<file path="config.mk">
export PLATFORM = sky130hd
export DESIGN_NAME = muldiv_unit_flat
export DESIGN_NICKNAME = d
export VERILOG_FILES = /design/src/rtl/muldiv_unit_if.sv /design/src/rtl/muldiv_unit.sv /design/src/flat_wrapper.sv
export SDC_FILE = /design/constraint.sdc
export NUM_CORES = 1
export LEC_CHECK = 0
export ABC_AREA = 1
export BUFFER_PORTS_ARGS = -buffer_cell sky130_fd_sc_hd__buf_2
export CELL_PAD_IN_SITES_DETAIL_PLACEMENT = 1
export CELL_PAD_IN_SITES_GLOBAL_PLACEMENT = 1
export CORE_ASPECT_RATIO = 0.9
export CORE_UTILIZATION = 30
export DETAILED_ROUTE_END_ITERATION = 10
export PLACE_DENSITY_LB_ADDON = 0.08
export SLEW_MARGIN = 20
export SYNTH_ARGS = -nofsm -noshare
export SYNTH_HDL_FRONTEND = slang
export SYNTH_SLANG_ARGS = --single-unit
</file>
<file path="constraint.sdc">
create_clock -name clk -period 4.2 [get_ports clk]
set_input_delay 0.42 -clock clk [delete_from_list [all_inputs] [get_ports clk]]
set_output_delay 0.42 -clock clk [all_outputs]
set_load 0.01 [all_outputs]
</file>
<file path="src/rtl/muldiv_unit_if.sv">
// Handshake and result bundle between the pipeline and the iterative multiply/divide unit.
interface muldiv_unit_if #(
  parameter int WIDTH = 32
);
  logic             start;
  logic [1:0]       op;
  logic [WIDTH-1:0] a;
  logic [WIDTH-1:0] b;
  logic             cancel;
  logic             busy;
  logic             done;
  logic [WIDTH-1:0] hi;
  logic [WIDTH-1:0] lo;
  logic             dz;

  modport master (
    output start, op, a, b, cancel,
    input  busy, done, hi, lo, dz
  );

  modport slave (
    input  start, op, a, b, cancel,
    output busy, done, hi, lo, dz
  );
endinterface

</file>
<file path="src/rtl/muldiv_unit.sv">
// Radix-2 iterative multiply/divide unit (MULT, MULTU, DIV, DIVU) with fixed WIDTH+1 latency.
//   state | meaning
//   IDLE  | waiting for start; operands latched on accept
//   CALC  | one shift-add / shift-subtract iteration per cycle, WIDTH cycles
//   DONE  | results written on entry, done pulse for one cycle
module muldiv_unit #(
  parameter int WIDTH = 32
) (
  input  logic         clk,
  input  logic         resetn,
  muldiv_unit_if.slave bus
);
  localparam int CW = $clog2(WIDTH);

  typedef enum logic [1:0] {
    IDLE = 2'd0,
    CALC = 2'd1,
    DONE = 2'd2
  } state_t;

  state_t           state, state_nxt;
  logic [CW-1:0]    cnt;
  logic             div_r, neg_q, neg_r, bzero_r;
  logic [WIDTH-1:0] a_r, mcand, p_hi, p_lo;
  logic [WIDTH-1:0] hi_q, lo_q;
  logic             dz_q;

  logic             accept, last, is_signed;
  logic [WIDTH-1:0] a_mag, b_mag;
  logic [WIDTH:0]   sum, shifted;
  logic [WIDTH-1:0] diff;
  logic             ge;
  logic [WIDTH-1:0] p_hi_nxt, p_lo_nxt;
  logic [2*WIDTH-1:0] prod, prod_fix;
  logic [WIDTH-1:0] quo_fix, rem_fix;
  logic             busy_c, done_c;

  assign is_signed = ~bus.op[0];
  assign a_mag     = (is_signed && bus.a[WIDTH-1]) ? -bus.a : bus.a;
  assign b_mag     = (is_signed && bus.b[WIDTH-1]) ? -bus.b : bus.b;
  assign accept    = (state == IDLE) && bus.start && !bus.cancel;
  assign last      = (state == CALC) && (cnt == CW'(WIDTH - 1));

  // Multiply: conditional add then shift right; divide: restoring shift-left/subtract.
  assign sum     = {1'b0, p_hi} + (p_lo[0] ? {1'b0, mcand} : '0);
  assign shifted = {p_hi, p_lo[WIDTH-1]};
  assign ge      = shifted >= {1'b0, mcand};
  assign diff    = shifted[WIDTH-1:0] - mcand;

  always_comb begin
    p_hi_nxt = sum[WIDTH:1];
    p_lo_nxt = {sum[0], p_lo[WIDTH-1:1]};
    if (div_r) begin
      p_hi_nxt = ge ? diff : shifted[WIDTH-1:0];
      p_lo_nxt = {p_lo[WIDTH-2:0], ge};
    end
  end

  // Sign fix-up is applied to the post-iteration values so results land on the DONE entry edge.
  assign prod     = {p_hi_nxt, p_lo_nxt};
  assign prod_fix = neg_q ? -prod : prod;
  assign quo_fix  = neg_q ? -p_lo_nxt : p_lo_nxt;
  assign rem_fix  = neg_r ? -p_hi_nxt : p_hi_nxt;

  always_ff @(posedge clk or negedge resetn) begin
    if (!resetn) state <= IDLE;
    else         state <= state_nxt;
  end

  always_comb begin
    state_nxt = state;
    if (bus.cancel) begin
      state_nxt = IDLE;
    end else begin
      case (state)
        IDLE:    if (bus.start) state_nxt = CALC;
        CALC:    if (last) state_nxt = DONE;
        DONE:    state_nxt = IDLE;
        default: state_nxt = IDLE;
      endcase
    end
  end

  always_comb begin
    busy_c = 1'b0;
    done_c = 1'b0;
    case (state)
      CALC: busy_c = 1'b1;
      DONE: begin
        busy_c = 1'b1;
        done_c = !bus.cancel;
      end
      default: ;
    endcase
  end

  always_ff @(posedge clk or negedge resetn) begin
    if (!resetn) begin
      cnt     <= '0;
      div_r   <= 1'b0;
      neg_q   <= 1'b0;
      neg_r   <= 1'b0;
      bzero_r <= 1'b0;
      a_r     <= '0;
      mcand   <= '0;
      p_hi    <= '0;
      p_lo    <= '0;
      hi_q    <= '0;
      lo_q    <= '0;
      dz_q    <= 1'b0;
    end else if (accept) begin
      cnt     <= '0;
      div_r   <= bus.op[1];
      neg_q   <= is_signed & (bus.a[WIDTH-1] ^ bus.b[WIDTH-1]);
      neg_r   <= is_signed & bus.a[WIDTH-1];
      bzero_r <= (bus.b == '0);
      a_r     <= bus.a;
      p_hi    <= '0;
      p_lo    <= bus.op[1] ? a_mag : b_mag;
      mcand   <= bus.op[1] ? b_mag : a_mag;
    end else if (state == CALC && !bus.cancel) begin
      cnt  <= cnt + CW'(1);
      p_hi <= p_hi_nxt;
      p_lo <= p_lo_nxt;
      if (last) begin
        if (!div_r) begin
          {hi_q, lo_q} <= prod_fix;
          dz_q         <= 1'b0;
        end else if (bzero_r) begin
          hi_q <= a_r;
          lo_q <= '1;
          dz_q <= 1'b1;
        end else begin
          hi_q <= rem_fix;
          lo_q <= quo_fix;
          dz_q <= 1'b0;
        end
      end
    end
  end

  assign bus.busy = busy_c;
  assign bus.done = done_c;
  assign bus.hi   = hi_q;
  assign bus.lo   = lo_q;
  assign bus.dz   = dz_q;
endmodule

</file>
<file path="src/flat_wrapper.sv">
// flat-port wrapper written by rule: the top's interface ports become plain ports
module muldiv_unit_flat 
#(
  parameter int WIDTH = 32
)
  (clk, resetn, bus_start, bus_op, bus_a, bus_b, bus_cancel, bus_busy, bus_done, bus_hi, bus_lo, bus_dz);
  muldiv_unit_if #(.WIDTH(WIDTH)) bus_i ();
  input  logic clk;
  input  logic resetn;
  input wire logic [$bits(bus_i.start)-1:0] bus_start;
  input wire logic [$bits(bus_i.op)-1:0] bus_op;
  input wire logic [$bits(bus_i.a)-1:0] bus_a;
  input wire logic [$bits(bus_i.b)-1:0] bus_b;
  input wire logic [$bits(bus_i.cancel)-1:0] bus_cancel;
  output wire logic [$bits(bus_i.busy)-1:0] bus_busy;
  output wire logic [$bits(bus_i.done)-1:0] bus_done;
  output wire logic [$bits(bus_i.hi)-1:0] bus_hi;
  output wire logic [$bits(bus_i.lo)-1:0] bus_lo;
  output wire logic [$bits(bus_i.dz)-1:0] bus_dz;
  assign bus_i.start = bus_start;
  assign bus_i.op = bus_op;
  assign bus_i.a = bus_a;
  assign bus_i.b = bus_b;
  assign bus_i.cancel = bus_cancel;
  assign bus_busy = bus_i.busy;
  assign bus_done = bus_i.done;
  assign bus_hi = bus_i.hi;
  assign bus_lo = bus_i.lo;
  assign bus_dz = bus_i.dz;
  muldiv_unit #(.WIDTH(WIDTH)) u_core (.clk(clk), .resetn(resetn), .bus(bus_i));
endmodule
</file>
==> reports/qor.tcl <==
set qor(criticalPathCategory) {reg2reg}
set qor(dr_wl_cell_um) 23.9
set qor(tritoncts) {yes}
set qor(cp_data_arrival_time_ps) 4480
set qor(cpPeakStageDelay_ps) 420
set qor(htreeDepth) 1
set qor(synth_cell_type_count) 56
set qor(avg_vias_per_cell) 5.19
set qor(finalCoreUtilization_pct) 40.3
set qor(dominantRegCellSynth) {sky130_fd_sc_hd__dfrtp_1}
set qor(ys_seq_elements) 204
set qor(antenna_left) 0
set qor(die_width_um) 269
set qor(antenna_found_initial) 2
set qor(dp_hpwl_um) 86900
set qor(cts_made_buffers) 28
set qor(drcViolationCount) 0
set qor(max_cap_violations) 0
set qor(detailedRoute.firstIterationViolations) 1610
set qor(endpoint_kind) {flip-flop}
set qor(place.gp.congestion) 0.984
set qor(final_period_util_pct) 95.2
set qor(globalRouteOverflowTotal) 0
set qor(synth.area.top_cells) {sky130_fd_sc_hd__dfrtp_1, sky130_fd_sc_hd__nand2_1, sky130_fd_sc_hd__inv_1, sky130_fd_sc_hd__nand3_1, sky130_fd_sc_hd__nor2_1}
set qor(synth_edf_count) 0
set qor(worstSetupStartpointType) {flip-flop}
set qor(numClockSinks) 204
set qor(io_buffer_count) 136
set qor(synthesis.yosys.warnings) 0
set qor(asyncSetResetFlopFracSynth_pct) 100
set qor(worst_ir_drop_vdd_uv) 413
set qor(drt-pass1-iter-count) 5
set qor(finalPower_mw) 28.0
set qor(drv_slew) 0
set qor(largest_net_degree_at_the_start_of_global_routing) 79
set qor(final.setup_skew_ps) 31.6
set qor(worst_hold_path_stage_count) 3
set qor(grt_first_pass_wirelength_um) 154000
set qor(synth_sequential_area_ratio_pct) 26.6
set qor(layout.nets) 3687
set qor(critical_path_peak_fanout) 4
set qor(ioPinCount) 137
set qor(run_status) {completed}
set qor(synth_area_leader_cell) {sky130_fd_sc_hd__dfrtp_1}
set qor(rows) 87
set qor(num-fill-cells) 8276
set qor(setup-violations-final) 0
set qor(routed_wl_um) 105000
set qor(max_freq_ghz) 0.250
set qor(clock_tree.root_cell) {sky130_fd_sc_hd__clkbuf_16}
set qor(fp.dieArea_um2) 65000
set qor(critPathLaunch) {u_core.p_hi[29]$_DFFE_PN0P_}
set qor(timing.critical_path.slowest_stage_cell) {sky130_fd_sc_hd__dfrtp_1}
set qor(area_growth_syn_to_layout_pct) 32.1
set qor(cts_clk_pin_slew_worst_paths_ps) 60
set qor(crit_path_end) {u_core.bus.hi[24]$_DFFE_PN0P_}
set qor(synthesis.instances) 3070
set qor(p_per_cell_area_nw_per_um2) 1110
set qor(period_minus_slack_ps) 4000
set qor(synth.net_count) 3216
set qor(hold_crit_path_type) {in2reg}
set qor(worst_max_slew_margin_expressed_relative_to_the_limit_pct) 24.7
set qor(final-hold-violation-count) 0
set qor(grt.total_usage_pct) 32.1
set qor(worst_slew_pin_slew_ps) 1120
set qor(placeableCoreArea_um2) 62900
set qor(leakagePower_nw) 13.5
set qor(share_of_final_layout_standard_cells_stronger_than_drive_strength_1_pct) 23.6
set qor(post_synth.cell_area_avg_um2) 6.25
set qor(start_util_pct) 30.5
set qor(clock_insertion_delay_worst_skew_ps) 620
set qor(reg2regPathDepth) 34
set qor(synth_area_um2) 19200
set qor(setup.reg_to_reg.worst_slack_ps) 200
set qor(die_y_um) 242
set qor(worst_r2r_startpoint) {u_core.p_hi[29]$_DFFE_PN0P_}
set qor(first_global_vias) 23188
set qor(max-clock-path-buffers) 3
set qor(cell_type_with_the_highest_occurrence_count_on_the_critical_path) {sky130_fd_sc_hd__nand2_1}
set qor(synthDominantCellAreaShare_pct) 26.6
set qor(crit_required_ps) 4680
set qor(via_total_after_detailed_routing) 22894
set qor(regToRegEndpoint) {u_core.bus.hi[24]$_DFFE_PN0P_}
==> repair_timing <==
action,4_1_cts,5_1_grt
pin swaps,2,12
resized for setup,11,139
hold buffers,1,0
setup endpoints to repair,17,29
endpoints found under the hold margin,74,0
setup buffers,0,10
==> state kept, by name, summed over array words and instances (netlist names) <==
| signal | cells |
|---|---|
| u_core.p_lo | 32 |
| u_core.div_r | 1 |
| u_core.mcand | 32 |
| u_core.bus.lo | 32 |
| u_core.neg_r | 1 |
| u_core.bus.dz | 1 |
| u_core.state | 2 |
| u_core.bus.hi | 32 |
| u_core.p_hi | 32 |
| u_core.a_r | 32 |
| u_core.cnt | 5 |
| u_core.bzero_r | 1 |
| u_core.neg_q | 1 |
==> power by group <==
group          internal [mW]  switching (mW)
clock network           1.62            1.07
registers               2.57           0.548
logic                   8.32            13.9
total                   12.5            15.5
==> stage by stage <==
| stage | worst slack [ps] | TNS [ps] | hold WS [ps] | area (um^2) | std cells |
|---|---|---|---|---|---|
| 2_1_floorplan | 418 | 0 | 124 | 19200 | 3070 |
| 3_3_place_gp | -20.5 | -23.8 | 452 | 23500 | 4345 |
| 3_5_place_dp | -131 | -921 | 451 | 23500 | 4345 |
| 4_1_cts | -13.7 | -13.7 | 82.1 | 24700 | 4396 |
| 5_1_grt | -68.3 | -224 | 145 | 25300 | 4406 |
| 6_report | 202 | 0 | 112 | 25400 | 4408 |
==> placed cells by master, fill, tap and decap left out, types with 72 or more instances in the layout <==
master                    instances
sky130_fd_sc_hd__xor2_1          72
sky130_fd_sc_hd__a21oi_1         95
sky130_fd_sc_hd__dfrtp_1        202
sky130_fd_sc_hd__o21ai_0        156
sky130_fd_sc_hd__inv_1          396
sky130_fd_sc_hd__buf_4          401
sky130_fd_sc_hd__nand3_1        232
sky130_fd_sc_hd__nor2_1         254
sky130_fd_sc_hd__buf_2          135
sky130_fd_sc_hd__nand2_1        951
==> synthesized netlist by cell type (all sizes together) (2+ instances only) <==
cell type and number:
o21bai 4, nand4 34, clkbuf 69, o41ai 2
nor3 36, nand3 249, buf 38, xor2 72
a21oi 108, nor4 14, o21a 14, a2bb2oi 13
dfrtp 204, a31oi 6, o21ai 184, o22ai 34
a221oi 2, fa 2, nand2 1019, o31ai 3
nor2 301, inv 435, a22oi 32, a21o 2
a22o 2, xnor2 24, or2 10, o211ai 26
a221o 2, o221ai 36, ha 74, nand3b 14
==> critical path: cells and delay by family, from the launching register on <==
family,cells,cell delay (ps)
simple gates,29,2770
fa+ha+maj,2,410
flops,1,420
compound gates,1,170
buf+inv,2,150
==> cell families (layout without fill, tap and decap cells) <==
group / Yosys count / after routing / share of synthesized area, %
AO/OA/AOI/OAI: 473 / 473 / 15.3
adder cells (fa/ha/maj): 76 / 76 / 5.03
buffers and inverters: 542 / 1033 / 11.2
multiplexers: 1 / 1 / 0.117
other: 0 / 2 / 0
flip-flops: 204 / 204 / 26.6
XOR/XNOR: 96 / 96 / 4.38
AND/OR/NAND/NOR: 1678 / 1678 / 37.4
==> layer usage <==
layer / vias to the layer above / global-route usage, % / part of all wire [%]
met4: 0 / 9.76 / 3.7
li1: 10863 / - / -
met5: - / 0 / 0
met1: 11331 / 45.3 / 47
met3: 134 / 3.12 / 4.4
met2: 566 / 51.3 / 45
==> layout make-up <==
| class | count | area, um^2 | share of cell area [%] |
|---|---|---|---|
| tap | 845 | 1060 | 4.17 |
| clock inverter | 16 | 249 | 0.982 |
| multi-input combinational | 2324 | 12600 | 49.9 |
| antenna | 2 | 5.00 | 0.0197 |
| clock buffer | 34 | 773 | 3.05 |
| sequential | 204 | 5110 | 20.2 |
| inverter | 435 | 1630 | 6.45 |
| timing repair buffer | 548 | 3880 | 15.3 |
==> worst min path at each step <==
| stage | start | to | slack, ps |
|---|---|---|---|
| 6_report | bus_a[15] | u_core.a_r[15]$_DFFE_PN0P_ | 110 |
| 5_1_grt | bus_a[15] | u_core.a_r[15]$_DFFE_PN0P_ | 150 |
| 4_1_cts | bus_a[15] | u_core.a_r[15]$_DFFE_PN0P_ | 80 |
| 3_5_place_dp | resetn | u_core.bus.hi[25]$_DFFE_PN0P_ | 450 |
| 3_3_place_gp | u_core.cnt[3]$_DFFE_PN0P_ | u_core.cnt[3]$_DFFE_PN0P_ | 450 |
| 2_1_floorplan | resetn | u_core.a_r[0]$_DFFE_PN0P_ | 120 |
No activity file was read; power rests on OpenSTA's default activity.
